## config.mk

```make
export PLATFORM = sky130hd
export DESIGN_NAME = regfile_wb_arbiter
export DESIGN_NICKNAME = d
export VERILOG_FILES = /design/src/rtl/regfile_wb_arbiter.sv
export SDC_FILE = /design/constraint.sdc
export NUM_CORES = 1
export LEC_CHECK = 0
export CORE_AREA = 4 4 118 120
export DETAILED_ROUTE_END_ITERATION = 16
export DIE_AREA = 0 0 122 124
export GPL_TIMING_DRIVEN = 0
export PLACE_DENSITY = 0.9
export RECOVER_POWER = 100
export SLEW_MARGIN = 20
export SYNTH_ARGS = -nofsm -noshare
export SYNTH_HDL_FRONTEND = slang
export SYNTH_SLANG_ARGS = --single-unit
```

## constraint.sdc

```tcl
create_clock -name clk -period 4.4 [get_ports clk]
set_clock_uncertainty 0.1 [all_clocks]
set_input_delay 0.66 -clock clk [delete_from_list [all_inputs] [get_ports clk]]
set_output_delay 0.66 -clock clk [all_outputs]
set_load 0.005 [all_outputs]
```

## src/rtl/regfile_wb_arbiter.sv

```systemverilog
// Write-back arbiter for the register file: round-robin between ALU and load unit,
// one registered write per cycle, plus a pending-write scoreboard for WAW stalls.
module regfile_wb_arbiter #(
  parameter int XLEN = 64
) (
  input  logic            clk,
  input  logic            reset,
  input  logic            alu_valid,
  input  logic [4:0]      alu_rd,
  input  logic [XLEN-1:0] alu_data,
  output logic            alu_ready,
  input  logic            mem_valid,
  input  logic [4:0]      mem_rd,
  input  logic [XLEN-1:0] mem_data,
  output logic            mem_ready,
  input  logic            iss_valid,
  input  logic [4:0]      iss_rd,
  output logic            iss_ready,
  output logic            rf_we,
  output logic [4:0]      rf_waddr,
  output logic [XLEN-1:0] rf_wdata,
  output logic [31:0]     busy
);

  logic            last_mem_q, last_mem_d;
  logic            rf_we_q, rf_we_d;
  logic [4:0]      rf_waddr_q, rf_waddr_d;
  logic [XLEN-1:0] rf_wdata_q, rf_wdata_d;
  logic [31:0]     busy_q, busy_d;

  logic            alu_xfer, mem_xfer, wb_fire;
  logic [4:0]      wb_rd;
  logic [XLEN-1:0] wb_data;

  // On contention the side that did not win last time gets the slot.
  always_comb begin
    alu_ready = !reset && alu_valid && (!mem_valid || last_mem_q);
    mem_ready = !reset && mem_valid && (!alu_valid || !last_mem_q);
    iss_ready = !busy_q[iss_rd] || (iss_rd == 5'd0);
  end

  always_comb begin
    alu_xfer = alu_valid && alu_ready;
    mem_xfer = mem_valid && mem_ready;
    wb_fire  = alu_xfer || mem_xfer;
    wb_rd    = alu_xfer ? alu_rd : mem_rd;
    wb_data  = alu_xfer ? alu_data : mem_data;
  end

  always_comb begin
    last_mem_d = wb_fire ? mem_xfer : last_mem_q;
    rf_we_d    = wb_fire && (wb_rd != 5'd0);
    rf_waddr_d = rf_we_d ? wb_rd : rf_waddr_q;
    rf_wdata_d = rf_we_d ? wb_data : rf_wdata_q;
    busy_d     = busy_q;
    if (rf_we_d) busy_d[wb_rd] = 1'b0;
    // Issue applied after the clear so a same-cycle set on that register wins.
    if (iss_valid && iss_ready && (iss_rd != 5'd0)) busy_d[iss_rd] = 1'b1;
    busy_d[0] = 1'b0;
  end

  always_ff @(posedge clk or posedge reset) begin
    if (reset) begin
      last_mem_q <= 1'b1;
      rf_we_q    <= 1'b0;
      rf_waddr_q <= 5'd0;
      rf_wdata_q <= '0;
      busy_q     <= 32'd0;
    end else begin
      last_mem_q <= last_mem_d;
      rf_we_q    <= rf_we_d;
      rf_waddr_q <= rf_waddr_d;
      rf_wdata_q <= rf_wdata_d;
      busy_q     <= busy_d;
    end
  end

  assign rf_we    = rf_we_q;
  assign rf_waddr = rf_waddr_q;
  assign rf_wdata = rf_wdata_q;
  assign busy     = busy_q;

endmodule

```

==> summary.txt <==
Die
  – Die Footprint: 0.0151 mm^2
  – Die width: 122 um
  – Starting Density: 0.393
  – Chip height: 124 um
  – IO Pins: 253
  – Core area: about 0.013 mm^2
  – Num rows: 42

Route
  – Post-Route WL: 19.8 mm
  – Vias per cell: 5.62
  – Final antenna-violating net count: 0
  – Drt wl/cell: 19.4 um
  – Drt first-iter violations: between 500 and 600
  – DRC: 0
  – DR vias: 5,746
  – First-pass DRT Iterations: 6

Clock tree
  – Root buffer cell: clkbuf_16
  – Max Root-Sink Buffers: 2
  – CTS resizes: 0
  – Clk slew on worst S/H paths: 0.07 ns
  – Worst skew pair latency: 0.35 ns
  – CTS tree: yes
  – Post-CTS Setup Inserts: 0
  – CTS Buf Count: 9
  – Hold-fix buffers, CTS: 0
  – H-tree levels: 3
  – Sink Count: approximately 100

Final layout
  – Commonest non-fill, non-tap cell in the layout: clkdlybuf4s50_1
  – Post-layout util: 0.625
  – Layout cells sized above 1: 0.0520
  – Most frequent cells in the layout: clkdlybuf4s50_1, nand2_1, dlygate4sd3_1, dfrtp_1, nor2_1
  – Final Net Count: 989
  – Final Cell Area: 0.00811 mm^2
  – Area growth, synth to finish: 58.9%
  – Ant diodes: 0

Timing
  – Period utilisation layout: 0.909
  – F_max: 250 MHz
  – Final setup vio count: 0
  – RSZ-0062 raised after global routing: no
  – Final setup margin: around 0.40 ns
  – Final hold vios: 0
  – Slew Viols, Final: 34
  – Slew headroom: -0.201
  – Period minus WS final: 4.00 ns
  – Least-Margin Pin Slew: around 1.8 ns

Placement
  – Cell Area, Placed: 0.00787 mm^2
  – Routability congestion estimate: 0.927
  – IO buf count: 248
  – DP Worst Slack: 0.699 ns
  – Detailed Place HPWL: around 15 mm

Critical path
  – Reg-to-Reg Start: last_mem_q$_DFFE_PP1P_
  – Most used cell, CP: clkbuf_1
  – CP Cell Sequence: dlygate4sd3_1, nor2b_1, clkbuf_1, nand2_4, inv_1, clkbuf_1, clkdlybuf4s50_1
  – Cell family with most CP delay: buffers and inverters
  – CP max FO: 10
  – R2R depth: 7
  – Worst R2R Setup Slack: 1.74 ns
  – Buffers & Inverters on Critical Path: 5
  – Max incr delay on CP: 0.59 ns
  – Critical Path RT: approximately 3.6 ns
  – Slowest CP cell: dlygate4sd3_1
  – FF-to-FF End: rf_waddr[0]$_DFFE_PP0N_
  – Critical path class: primary input to output pin
  – CP endpoint kind: output pin
  – Arrival @ worst endpoint: around 3.2 ns
  – CP Launch Type: primary input

Synthesis
  – Warnings, synthesis: 0
  – Main flop type after synthesis: dfrtp_1
  – Mapped Cells: around 580
  – Mapped Avg Cell Area: 8.82 um^2
  – Post-synthesis sequential area ratio: 0.500
  – Post-Synthesis Cell Area: 0.00511 mm^2
  – Number of register bits inferred by synthesis: around 100
  – EDFF count, synth: 0
  – Asr flop ratio synth: 1.00
  – Synthesized Nets: about 730
  – Distinct cells, synth: 48

Power
  – Power Density: 366 mW/mm^2
  – Leakage power: 3.28 nW
  – Worst vdd ir: 0.000199 V

Global route
  – GR Util All Layers: 0.251
  – Antenna violations before repair: 0
  – Largest net degree at the start of global routing: 34
  – First-pass GRT wire length: 29.6 mm
  – Vias in the first global route: around 5,600
  – Total grt overflow: 0

Min path
  – Min-Delay Endpoint: rf_waddr[4]$_DFFE_PP0N_
  – Worst Hold Depth: 1
  – Hold crit path type: flip-flop to flip-flop
  – Hold Startpoint: rf_waddr[4]$_DFFE_PP0N_

Status
  – Violations in the final reports: capacitance limit, slew limit
  – Outcome: finished, violations left

Run
  – Maxcap violations: 1
## registers in the layout, summed over array words and instances (netlist names)
name and flops:
rf_wdata 64, busy 31, rf_waddr 5, last_mem_q 1
rf_we 1
## routing by layer
metal | part of all wire | track usage | vias to the layer above
met4 | 0.039 | 0.120 | 0
met1 | 0.37 | 0.297 | 2721
met5 | 0 | 0 | -
met2 | 0.49 | 0.427 | 372
li1 | - | - | 2593
met3 | 0.10 | 0.0654 | 60
## logic make-up (layout without fill, tap and decap cells)
| kind of cell | count (synthesis) | count (layout) | synth area share |
|---|---|---|---|
| compound gates | 159 | 159 | 0.202 |
| buf+inv | 50 | 317 | 0.0434 |
| flops | 102 | 102 | 0.500 |
| mux | 18 | 18 | 0.0463 |
| other cells | 1 | 1 | 0.000734 |
| simple gates | 249 | 249 | 0.207 |
## metrics by stage
| step | hold WS (ns) | instances | power (mW) | setup TNS, ns |
|---|---|---|---|---|
| after floorplan | 0.372 | 579 | 1.60 | 0 |
| after global placement | 0.375 | 1003 | 2.22 | -74.35 |
| after detailed placement | 0.379 | 1006 | 2.25 | 0 |
| after CTS | 0.404 | 1022 | 3.06 | 0 |
| after global routing | 0.411 | 1022 | 3.12 | 0 |
| final | 0.396 | 1022 | 2.97 | 0 |
## cell type report
class,count,area (um^2)
Multi-Input combinational cell,427,2320
Tap cell,176,220
Clock buffer,11,233
Sequential cell,102,2550
Inverter,10,38.8
Buffer,40,178
Timing Repair Buffer,251,2510
Fill cell,1071,4870
Clock inverter,5,60.1
## Yosys cell counts (6+ instances only)
cell type  number  share of area
o21ai_1         7         0.0069
a21oi_1         6         0.0059
nand2_1       138           0.10
clkbuf_1       23          0.017
mux2i_1         9          0.018
nor2_1         73          0.054
dfrtp_1       101           0.49
o21ai_0        29          0.028
buf_2          12          0.012
inv_1           8         0.0059
o31ai_1        31          0.046
a31oi_1        67          0.082
## worst max path at each step
stage	from	to	slack [ns]	depth (start not counted)
4_1_cts	iss_rd[2]	iss_ready	0.69	8
3_3_place_gp	reset	rf_wdata[42]$_DFFE_PP0N_	-1.02	8
5_1_grt	reset	rf_wdata[42]$_DFFE_PP0N_	0.26	9
2_1_floorplan	reset	rf_wdata[41]$_DFFE_PP0N_	0.78	7
6_report	reset	alu_ready	0.40	7
3_5_place_dp	iss_rd[2]	iss_ready	0.70	8
## worst reg2reg max path: cells and delay by family (launching register included)
| family | cells | cell delay (ns) |
|---|---|---|
| simple gates | 2 | 0.25 |
| compound gates | 2 | 0.80 |
| flops | 1 | 0.56 |
| buf+inv | 3 | 0.79 |
## where the power goes
| part | switching (mW) | internal, mW |
|---|---|---|
| clock | 0.363 | 0.443 |
| combinational | 0.403 | 0.518 |
| sequential | 0.125 | 1.12 |
(Power assumes the default switching activity.)
